==> src/rtl/int_reservation_station.sv <==
// Integer reservation station: holds dispatched ALU ops until both operands
// are available, snoops the CDB for missing operands, and issues the
// lowest-index ready entry to the integer ALU through a registered stage.
module int_reservation_station #(
   parameter int DEPTH      = 4,
   parameter int TAG_WIDTH  = 6,
   parameter int DATA_WIDTH = 32
) (
   input  logic                  clk,
   input  logic                  reset,
   input  logic                  dispatch_en,
   input  logic [3:0]            dispatch_op,
   input  logic [TAG_WIDTH-1:0]  dispatch_dest_tag,
   input  logic                  dispatch_rs1_valid,
   input  logic [TAG_WIDTH-1:0]  dispatch_rs1_tag,
   input  logic [DATA_WIDTH-1:0] dispatch_rs1_data,
   input  logic                  dispatch_rs2_valid,
   input  logic [TAG_WIDTH-1:0]  dispatch_rs2_tag,
   input  logic [DATA_WIDTH-1:0] dispatch_rs2_data,
   input  logic                  CDB_valid,
   input  logic                  CDB_branch,
   input  logic                  CDB_branch_taken,
   input  logic [TAG_WIDTH-1:0]  CDB_tag,
   input  logic [DATA_WIDTH-1:0] CDB_data,
   input  logic                  issue_int,
   output logic                  ready_int,
   output logic                  rs_full,
   output logic                  exec_valid,
   output logic [3:0]            exec_op,
   output logic [TAG_WIDTH-1:0]  exec_tag,
   output logic [DATA_WIDTH-1:0] exec_rs1_data,
   output logic [DATA_WIDTH-1:0] exec_rs2_data
);

   localparam int IDX_W = (DEPTH > 1) ? $clog2(DEPTH) : 1;

   logic [DEPTH-1:0]      busy_q, busy_d;
   logic [DEPTH-1:0]      rs1_valid_q, rs1_valid_d;
   logic [DEPTH-1:0]      rs2_valid_q, rs2_valid_d;
   logic [3:0]            op_q        [DEPTH];
   logic [3:0]            op_d        [DEPTH];
   logic [TAG_WIDTH-1:0]  dest_tag_q  [DEPTH];
   logic [TAG_WIDTH-1:0]  dest_tag_d  [DEPTH];
   logic [TAG_WIDTH-1:0]  rs1_tag_q   [DEPTH];
   logic [TAG_WIDTH-1:0]  rs1_tag_d   [DEPTH];
   logic [TAG_WIDTH-1:0]  rs2_tag_q   [DEPTH];
   logic [TAG_WIDTH-1:0]  rs2_tag_d   [DEPTH];
   logic [DATA_WIDTH-1:0] rs1_data_q  [DEPTH];
   logic [DATA_WIDTH-1:0] rs1_data_d  [DEPTH];
   logic [DATA_WIDTH-1:0] rs2_data_q  [DEPTH];
   logic [DATA_WIDTH-1:0] rs2_data_d  [DEPTH];

   logic                  exec_valid_q, exec_valid_d;
   logic [3:0]            exec_op_q, exec_op_d;
   logic [TAG_WIDTH-1:0]  exec_tag_q, exec_tag_d;
   logic [DATA_WIDTH-1:0] exec_rs1_data_q, exec_rs1_data_d;
   logic [DATA_WIDTH-1:0] exec_rs2_data_q, exec_rs2_data_d;

   logic [DEPTH-1:0]      entry_ready;
   logic [IDX_W-1:0]      sel_idx;
   logic [IDX_W-1:0]      free_idx;
   logic                  issue_fire;
   logic                  dispatch_fire;
   logic                  flush;

   // Status flags look only at registered entry state.
   assign entry_ready   = busy_q & rs1_valid_q & rs2_valid_q;
   assign ready_int     = |entry_ready;
   assign rs_full       = &busy_q;
   assign issue_fire    = issue_int & ready_int;
   assign dispatch_fire = dispatch_en & ~rs_full;
   assign flush         = CDB_branch & CDB_branch_taken;

   // Lowest-index ready entry for issue and lowest-index free entry for
   // allocation; both use pre-edge state so a freed slot is not reused.
   always_comb begin
      sel_idx  = '0;
      free_idx = '0;
      for (int i = DEPTH - 1; i >= 0; i--) begin
         if (entry_ready[i]) sel_idx = IDX_W'(i);
         if (!busy_q[i])     free_idx = IDX_W'(i);
      end
   end

   // Next-state: flush wins, otherwise snoop, issue and dispatch together.
   always_comb begin
      busy_d          = busy_q;
      rs1_valid_d     = rs1_valid_q;
      rs2_valid_d     = rs2_valid_q;
      op_d            = op_q;
      dest_tag_d      = dest_tag_q;
      rs1_tag_d       = rs1_tag_q;
      rs2_tag_d       = rs2_tag_q;
      rs1_data_d      = rs1_data_q;
      rs2_data_d      = rs2_data_q;
      exec_valid_d    = 1'b0;
      exec_op_d       = exec_op_q;
      exec_tag_d      = exec_tag_q;
      exec_rs1_data_d = exec_rs1_data_q;
      exec_rs2_data_d = exec_rs2_data_q;
      if (flush) begin
         busy_d = '0;
      end else begin
         for (int i = 0; i < DEPTH; i++) begin
            if (CDB_valid && busy_q[i] && !rs1_valid_q[i] && (rs1_tag_q[i] == CDB_tag)) begin
               rs1_valid_d[i] = 1'b1;
               rs1_data_d[i]  = CDB_data;
            end
            if (CDB_valid && busy_q[i] && !rs2_valid_q[i] && (rs2_tag_q[i] == CDB_tag)) begin
               rs2_valid_d[i] = 1'b1;
               rs2_data_d[i]  = CDB_data;
            end
         end
         if (issue_fire) begin
            busy_d[sel_idx] = 1'b0;
            exec_valid_d    = 1'b1;
            exec_op_d       = op_q[sel_idx];
            exec_tag_d      = dest_tag_q[sel_idx];
            exec_rs1_data_d = rs1_data_q[sel_idx];
            exec_rs2_data_d = rs2_data_q[sel_idx];
         end
         if (dispatch_fire) begin
            busy_d[free_idx]      = 1'b1;
            op_d[free_idx]        = dispatch_op;
            dest_tag_d[free_idx]  = dispatch_dest_tag;
            rs1_tag_d[free_idx]   = dispatch_rs1_tag;
            rs2_tag_d[free_idx]   = dispatch_rs2_tag;
            rs1_valid_d[free_idx] = dispatch_rs1_valid |
                                    (CDB_valid && (dispatch_rs1_tag == CDB_tag));
            rs2_valid_d[free_idx] = dispatch_rs2_valid |
                                    (CDB_valid && (dispatch_rs2_tag == CDB_tag));
            rs1_data_d[free_idx]  = dispatch_rs1_valid ? dispatch_rs1_data : CDB_data;
            rs2_data_d[free_idx]  = dispatch_rs2_valid ? dispatch_rs2_data : CDB_data;
         end
      end
   end

   // Control and exec registers with synchronous active-low reset.
   always_ff @(posedge clk) begin
      if (!reset) begin
         busy_q          <= '0;
         rs1_valid_q     <= '0;
         rs2_valid_q     <= '0;
         exec_valid_q    <= 1'b0;
         exec_op_q       <= '0;
         exec_tag_q      <= '0;
         exec_rs1_data_q <= '0;
         exec_rs2_data_q <= '0;
      end else begin
         busy_q          <= busy_d;
         rs1_valid_q     <= rs1_valid_d;
         rs2_valid_q     <= rs2_valid_d;
         exec_valid_q    <= exec_valid_d;
         exec_op_q       <= exec_op_d;
         exec_tag_q      <= exec_tag_d;
         exec_rs1_data_q <= exec_rs1_data_d;
         exec_rs2_data_q <= exec_rs2_data_d;
      end
   end

   // Entry payload is qualified by busy/valid bits, so it needs no reset.
   always_ff @(posedge clk) begin
      op_q       <= op_d;
      dest_tag_q <= dest_tag_d;
      rs1_tag_q  <= rs1_tag_d;
      rs2_tag_q  <= rs2_tag_d;
      rs1_data_q <= rs1_data_d;
      rs2_data_q <= rs2_data_d;
   end

   assign exec_valid    = exec_valid_q;
   assign exec_op       = exec_op_q;
   assign exec_tag      = exec_tag_q;
   assign exec_rs1_data = exec_rs1_data_q;
   assign exec_rs2_data = exec_rs2_data_q;

endmodule

==> config.mk <==
export PLATFORM = sky130hd
export DESIGN_NAME = int_reservation_station
export DESIGN_NICKNAME = d
export VERILOG_FILES = /design/src/rtl/int_reservation_station.sv
export SDC_FILE = /design/constraint.sdc
export NUM_CORES = 1
export LEC_CHECK = 0
export BUFFER_PORTS_ARGS = -buffer_cell sky130_fd_sc_hd__buf_2
export CAP_MARGIN = 25
export CORE_MARGIN = 5
export CORE_UTILIZATION = 50
export CTS_BUF_LIST = sky130_fd_sc_hd__clkbuf_4 sky130_fd_sc_hd__clkbuf_8
export DETAILED_ROUTE_END_ITERATION = 10
export HOLD_SLACK_MARGIN = 0.06
export MAX_ROUTING_LAYER = met4
export PLACE_DENSITY = 0.69
export SLEW_MARGIN = 5
export SYNTH_ARGS = -nofsm -noshare
export SYNTH_HDL_FRONTEND = slang
export SYNTH_SLANG_ARGS = --single-unit
==> constraint.sdc <==
create_clock -name clk -period 10.5 [get_ports clk]
set_clock_uncertainty 0.1 [all_clocks]
set_input_delay 2.1 -clock clk [delete_from_list [all_inputs] [get_ports clk]]
set_output_delay 2.1 -clock clk [all_outputs]
set_load 0.1 [all_outputs]
==> Word-level counts from Yosys, hierarchy flattened <==
Index checks and enable logic that the tools add are counted.
{ "totals": {"register_bits": 431, "wordCells": 182} }
{ "classes": {"order_cmp": 7, "n_eq_ne": 10, "mux": 80, "bitwise_logic": 15, "n_reduce_logical": 38} }
{ "ops": {"columns": ["operator", "n"], "rows": [
  ["32-bit 2-to-1 mux", 23],
  ["128-bit bitwise mux", 2],
  ["128-bit 2-to-1 mux", 2],
  ["32-bit binary-select mux with 2-bit select", 2],
  ["24-bit bitwise mux", 3],
  ["32-bit demux with 2-bit select", 1],
  ["6-bit == test", 10],
  ["4-bit 2-to-1 mux", 8],
  ["1-bit logical AND", 25],
  ["1-bit 2-to-1 mux", 19],
  ["6-bit 2-to-1 mux", 3],
  ["16-bit bitwise mux", 1],
  ["2-bit 2-to-1 mux", 8],
  ["4-bit AND", 3],
  ["6-bit binary-select mux with 2-bit select", 1],
  ["6-bit demux with 2-bit select", 1],
  ["4-bit binary-select mux with 2-bit select", 1],
  ["4-bit bitwise mux", 2],
  ["4-bit demux with 2-bit select", 1],
  ["1-bit zero test", 8],
  ["3-bit >= comparator (second input constant)", 2],
  ["2-bit by 3-bit < comparator with 1-bit output (second input constant)", 2],
  ["2-bit NOT with 3-bit output", 2],
  ["1-bit demux with 2-bit select", 2],
  ["11 further kinds", 18]
]} }

==> Logic depth before layout (Yosys ltp) <==
Gate-level depths: netlist of the first run.
{ "depth": {"depth_word": 16, "depth_mapped": 8, "mapped_depth_nobuf": 4} }

==> Least setup slack after synthesis of the first run <==
No wires, ideal clock.
{ "synth_timing": {"path_type": "input to register", "start": "input port CDB_branch", "end": "register rs1_data_q[0] (netlist name) (enable)", "setup_ns": 2.198, "t_arrival_ns": 7.233, "required_time_ns": 8.202, "path_slack_ns": 0.968, "cell_stages": 3, "n_path_buf": 1, "path_cell_list": "and2_1 clkbuf_1 clkinv_1"} }
{ "synth_between": {"elab_chain_cells": 1} }
{ "synth_rtl": {"columns": ["element", "line_no", "source"], "rows": [
  ["start: declaration", "21", "input logic CDB_branch,"],
  ["1-bit AND", "72", "assign flush = CDB_branch & CDB_branch_taken;"],
  ["end signal: assignment", "167", "rs1_data_q <= rs1_data_d;"],
  ["end: declaration", "48", "logic [DATA_WIDTH-1:0] rs1_data_q [DEPTH];"]
]} }
Every way passes these cells.
A chain may end at the register's enable or synchronous reset.

==> Final worst setup path of the first run <==
{ "layout_timing": {"start": "register busy_q[2]", "end": "output port ready_int"} }
{ "layout_between": {"elab_chain_cells": 3} }
{ "layout_rtl": {"columns": ["element", "line_no", "source"], "rows": [
  ["start: declaration", "37", "logic [DEPTH-1:0] busy_q, busy_d;"],
  ["start signal: assignment", "150", "busy_q <= busy_d;"],
  ["4-bit AND (2 in series)", "67", "assign entry_ready = busy_q & rs1_valid_q & rs2_valid_q;"],
  ["4-bit OR reduction", "68", "assign ready_int = |entry_ready;"],
  ["end: declaration", "26", "output logic ready_int,"]
]} }
Every way passes these cells.

==> results.yml, run 1 <==
run_status:
  outcome: "completed"
placement:
  gp_congestion: 0.842
  dp_hpwl_um: 44300
  io_buffers: 209
  placed_cells: 2744
power_and_ir_drop:
  leakage_nw: 9.79
  p_sw_share_pct: 25.5
  vdd_ir_drop_max_v: 0.000122
  switching_power_mw: 1.06
  pwr-share-comb_pct: 10.8
  pwr-share-seq_pct: 50.8
  power_density_nw_per_um2: 160
  p_int_mw: 3.11
  p_clk_share_pct: 38.4
floorplanning:
  die_h_um: 226
  start_util_pct: 50.4
  num_rows: 79
  die_x_um: 226
  die_area_um2: 51200
  core-area_um2: 46400
  ios: 210
clock_tree:
  clk_latency_ns: 0.66
  cts_tree: "done"
  cts_hold_buf: 0
  numCtsBuffers: 77
  clock_path_buffers: 3
  post-cts-setup-buffer-count: 0
  root_buffer: "clkbuf_8"
  clkTransAtPathRegs_ns: 0.06
  post_cts_resized: 0
  cts_num_sinks: 431
  h-tree-depth: 3
sta:
  post-route-min-period_ns: 4.47
  maxSlewHeadroom_pct: 25.3
  tightest_slew_ns: 1.12
  fmax_mhz: 224
  whs_ns: 0.418
  hold_violations: 0
  setup_tns_ns: 0
  fin_crit_sh_pct: 42.5
  final_max_slew_viol_count: 0
  rsz0062_at_grt: "false"
  setup_viol: 0
detailed_routing:
  via_per_inst: 6.77
  wl_per_cell_um: 27.8
  drtIter0Drc: 2738
  route.vias.total: 19600
  drcViolationCount: 0
  drt.antenna.violating_nets: 0
  wirelength_um: 80500
  drtPass1Iterations: 6
worst_setup_path:
  end_kind: "primary output"
  arrival_ns: 2.27
  worstPathMaxFanout: 9
  path_cells: "nand3_1 > nand4_1 > buf_2"
  start_kind: "register"
  cpLargestDelayFamily: "simple AND/OR/NAND/NOR gates"
  critPathSlowestCell: "dfxtp_1"
  slowest_delay_ns: 0.57
  path_class: "reg2out"
  crit_buf_inv: 1
  cp.required_ns: 8.30
finish:
  final_nets: 2353
  num-fill-cells: 3967
  final_cell_count_no_fill: 2898
  drive_gt1_share_pct: 26.2
  syn_to_final_growth_pct: 11.8
global_route:
  grt_max_degree: 144
  grt_busiest_layer: "met2"
  grt-ovfl-total: 0
  antenna_found_initial: 15
  track_usage_pct: 31.3
  grt_use_met3_pct: 7.27
  grt_pass1_wl_um: 120000
  grt.met2_usage_pct: 47.8
  grt_pass1_vias: 19500
  grt_use_met1_pct: 40.8
yosys:
  async_flop_share_pct: 0
  synth.avg_cell_area_um2: 11.1
  synth_edf_count: 344
  yosysWarnings: 0
  syn-num-nets: 2234
  synth-seq-cells: 431
  synthesis.area_um2: 23400
  yosysSeqAreaShare_pct: 51.7
  ys_types: 56
  syn_inst: 2101
  synth-main-ff-cell: "edfxtp_1"
job:
  max_cap_violations: 0
hold_path:
  hold_path.class: "reg2reg"
## Yosys cell counts, drive strengths merged, types with 74 or more instances
library cell / number / area, um^2
edfxtp: 344 / 10300
o221a: 192 / 2160
nand3: 155 / 781
a21oi: 145 / 733
a21o: 144 / 1080
buf: 129 / 840
or2: 128 / 801
o21ai: 88 / 463
dfxtp: 87 / 1740
clkbuf: 83 / 323
nand2: 82 / 308
a211oi: 79 / 713
nor2: 77 / 289
a31oi: 74 / 463
## final timing paths
kind | from | to | slack, ns | cells after the start
setup / recovery | busy_q[2] | ready_int | 6.03 | 3
hold / removal | exec_rs1_data[4] | exec_rs1_data[4] | 0.42 | 2
setup reg to reg | busy_q[0] | rs1_data_q[15] | 7.06 | 6
hold reg to reg | exec_rs1_data[4] | exec_rs1_data[4] | 0.42 | 2
## through the flow
step | utilization, % | instance area, um^2 | power (mW) | setup slack [ns]
4_1_cts | 56.0 | 26000 | 4.18 | 6.03
2_1_floorplan | - | 23400 | 2.44 | 0.968
6_report | 56.3 | 26100 | 4.17 | 6.03
3_3_place_gp | 52.7 | 24400 | 2.57 | 5.66
5_1_grt | 56.3 | 26100 | 4.30 | 5.95
3_5_place_dp | 52.7 | 24400 | 2.59 | 5.65
## worst register-to-register path: cells and delay by family (launching register included)
family	cells	cell delay, ns
and+or+nand+nor	3	1.13
buffers and inverters	2	1.17
DFF	1	0.68
AOI/OAI and AO/OA	1	0.07
## power groups by stage
stage	Clock [mW]	Combinational, mW	Sequential [mW]
after detailed placement	0	0.444	2.15
final	1.60	0.450	2.12
after CTS	1.62	0.444	2.12
after floorplan	0	0.306	2.14
after global placement	0	0.428	2.14
after global routing	1.69	0.484	2.13
## routing by layer
metal	vias up	part of all wire, %
met1	9634	39
met3	230	11
li1	8464	-
met2	1299	46
met4	0	4.0
met5	-	0
## flip-flops by register name (all words and copies together), names as in the netlist
| name | flops |
|---|---|
| rs1_tag_q | 24 |
| exec_valid | 1 |
| rs2_tag_q | 24 |
| exec_rs1_data | 32 |
| exec_op | 4 |
| exec_tag | 6 |
| busy_q | 4 |
| rs2_valid_q | 4 |
| rs1_data_q | 128 |
| dest_tag_q | 24 |
| op_q | 16 |
| exec_rs2_data | 32 |
| rs2_data_q | 128 |
| rs1_valid_q | 4 |
## cell type report
class                           count  area (um^2)  share of cell area (%)
Sequential cell                   431        12100                    46.2
Inverter                           33          131                   0.503
Clock inverter                     14         78.8                   0.302
Antenna cell                       12         30.0                   0.115
Multi-Input combinational cell   1425        10100                    38.8
Clock buffer                      124         1460                    5.60
Timing Repair Buffer              252         1450                    5.55
Tap cell                          607          759                    2.91
## placed cells by master (no fill, tap or decap), types with 5 or more instances in the layout
master | synthesis | layout
a21oi_1 | 143 | 141
clkbuf_4 | 0 | 39
nor3_1 | 10 | 10
diode_2 | 0 | 12
inv_1 | 32 | 32
a21o_1 | 142 | 140
o221a_1 | 180 | 180
nand2_1 | 82 | 80
o21ai_1 | 36 | 36
buf_4 | 11 | 39
o2bb2ai_1 | 73 | 73
a211oi_1 | 55 | 55
xor2_1 | 46 | 46
nand3_1 | 154 | 152
buf_2 | 83 | 209
clkinv_2 | 0 | 7
a31oi_1 | 74 | 74
xnor2_1 | 14 | 14
o21ai_0 | 50 | 50
dfxtp_1 | 87 | 87
or2_2 | 128 | 128
and3_2 | 2 | 5
nand3b_1 | 72 | 72
edfxtp_1 | 344 | 344
clkbuf_8 | 1 | 85
a211oi_2 | 24 | 24
o221a_2 | 12 | 12
nor2_1 | 77 | 72
## cells by family (layout without fill, tap and decap cells)
kind of cell	Yosys count	after routing	share of synthesized area (%)
compound gates	803	803	27.2
xor+xnor	60	60	2.25
buf+inv	245	423	5.50
flops	431	431	51.7
other cells	0	12	0
simple gates	562	562	13.4
(Power assumes the default switching activity.)
==> run 2, diff against run 1 <==
--- a/config.mk
+++ b/config.mk
@@ -13,7 +13,7 @@
 export DETAILED_ROUTE_END_ITERATION = 10
 export HOLD_SLACK_MARGIN = 0.06
 export MAX_ROUTING_LAYER = met4
-export PLACE_DENSITY = 0.69
+export PLACE_DENSITY = 0.72
 export SLEW_MARGIN = 5
 export SYNTH_ARGS = -nofsm -noshare
 export SYNTH_HDL_FRONTEND = slang
==> constraint.sdc (replaced) <==
create_clock -name clk -period 4.05 [get_ports clk]
set_clock_uncertainty 0.1 [all_clocks]
set_input_delay 0.81 -clock clk [delete_from_list [all_inputs] [get_ports clk]]
set_output_delay 0.81 -clock clk [all_outputs]
set_load 0.1 [all_outputs]
==> run 2 against run 1 <==
Net effect: final cell count increased by 0.41%; routed wire length decreased by 1.2%; largest power group unchanged; hold slack got worse by 0.15 ns; sequential cell count unchanged; sequential power increased to 2.6 times the previous value; combinational power increased to 2.6 times the previous value; register-to-register slack got worse by 5.8 ns; design area increased by 0.71%.
==> results.yml, run 2 (synthesis gave the netlist of run 1 again) <==
clock_tree:
  root_buffer: "clkbuf_8"
  clk_latency_ns: 0.67
  cts_tree: "done"
  h-tree-depth: 3
  clkTransAtPathRegs_ns: 0.06
  post-cts-setup-buffer-count: 0
  cts_num_sinks: 431
  cts_hold_buf: 0
  numCtsBuffers: 75
  clock_path_buffers: 3
  post_cts_resized: 0
sta:
  fmax_mhz: 274
  worst_slack_ns: 0.405
  hold_violations: 0
  tightest_slew_ns: 1.12
  maxSlewHeadroom_pct: 25.3
  post-route-min-period_ns: 3.65
  setup_tns_ns: 0
  final_max_slew_viol_count: 0
  setup_viol: 0
  fin_crit_sh_pct: 90.0
  rsz0062_at_grt: "false"
worst_setup_path:
  path_class: "reg2out"
  timing.rr.start: "busy_q[0]"
  reg2reg_depth: 5
  start_kind: "register"
  r2r_setup_slack_ns: 1.29
  cp.required_ns: 3.14
  reg2reg_to: "rs2_data_q[63]"
  worstPathMaxFanout: 27
  end_kind: "primary output"
  arrival_ns: 2.74
run_status:
  outcome: "completed"
global_route:
  grt-ovfl-total: 0
  grt_pass1_vias: 19400
  antenna_found_initial: 12
  track_usage_pct: 30.9
  grt_max_degree: 150
  grt_pass1_wl_um: 119000
detailed_routing:
  wirelength_um: 79500
  drtPass1Iterations: 6
  via_per_inst: 6.81
  drcViolationCount: 0
  route.vias.total: 19800
  wl_per_cell_um: 27.3
  drtIter0Drc: 2616
  drt.antenna.violating_nets: 0
floorplanning:
  ios: 210
  die_h_um: 226
  die_x_um: 226
  start_util_pct: 50.4
  core-area_um2: 46400
  die_area_um2: 51200
  num_rows: 79
placement:
  gp_congestion: 0.873
  pre_cts_ws_ns: 0.973
  dp_hpwl_um: 46700
  io_buffers: 209
finish:
  layout_commonest_cell: "edfxtp_1"
  top_regs: "rs1_data_q x128, rs2_data_q x128"
  final_nets: 2358
  syn_to_final_growth_pct: 12.6
  final_cell_mix: "edfxtp_1, buf_2, o221a_1"
  drive_gt1_share_pct: 26.2
power_and_ir_drop:
  power_density_nw_per_um2: 416
  vdd_ir_drop_max_v: 0.000260
  leakage_nw: 9.86
job:
  max_cap_violations: 0
hold_path:
  hold_end: "dest_tag_q[17]"
  hold_path.class: "in2reg"
  hold_path_startpoint: "dispatch_dest_tag[5]"
  min_path_cells: 1
## run 2: cell types whose count changed in the layout (fill, tap and decap cells not counted), moves of 3 or more
cell,previous run,this run
diode_2,12,15
clkbuf_4,39,32
buf_12,0,11
clkinvlp_4,2,7
clkinv_1,3,7
## run 2: how the worst max path moves through the flow
stage	start	endpoint	cells past startpoint
6_report	busy_q[0]	rs_full	3
5_1_grt	busy_q[0]	rs_full	3
4_1_cts	busy_q[0]	rs_full	3
3_5_place_dp	CDB_tag[2]	rs1_data_q[50]	6
3_3_place_gp	CDB_tag[2]	rs1_data_q[53]	6
2_1_floorplan	CDB_branch	rs1_valid_q[0]	5
## run 2: power by group
part           switching, mW  internal (mW)  leakage, nW
registers              0.253           5.26         4.08
clock network           1.91           2.33        0.823
logic                  0.644          0.535         4.96
## run 2: routing by layer
metal	global-route usage (%)	share of wire [%]	vias up
met5	-	0	-
met4	12.2	4.0	0
met3	8.45	12	214
met2	45.6	45	1373
met1	41.0	39	9743
li1	-	-	8496
## run 2: critical path: stages, from the launching register on
cell and delay [ns]:
dfxtp_1 0.66, and3_2 0.69, and2_1 0.26, buf_2 0.45
## run 2: layout make-up
| cell class | instances | area, um^2 |
|---|---|---|
| Antenna cell | 15 | 37.5 |
| Clock buffer | 116 | 1400 |
| Clock inverter | 24 | 179 |
| Fill cell | 3880 | 20100 |
| Inverter | 33 | 131 |
| Multi-Input combinational cell | 1425 | 10100 |
| Sequential cell | 431 | 12100 |
| Tap cell | 607 | 759 |
| Timing Repair Buffer | 259 | 1600 |
## run 2: stage by stage
stage / hold slack (ns) / util (%) / power (mW) / area [um^2] / cells
after floorplan: 0.407 / - / 6.31 / 23400 / 2101
after global placement: 0.409 / 53.1 / 6.67 / 24600 / 2753
after detailed placement: 0.412 / 53.2 / 6.73 / 24700 / 2754
after CTS: 0.244 / 56.6 / 10.9 / 26200 / 2894
after global routing: 0.246 / 56.7 / 11.3 / 26300 / 2907
final: 0.268 / 56.7 / 10.9 / 26300 / 2910
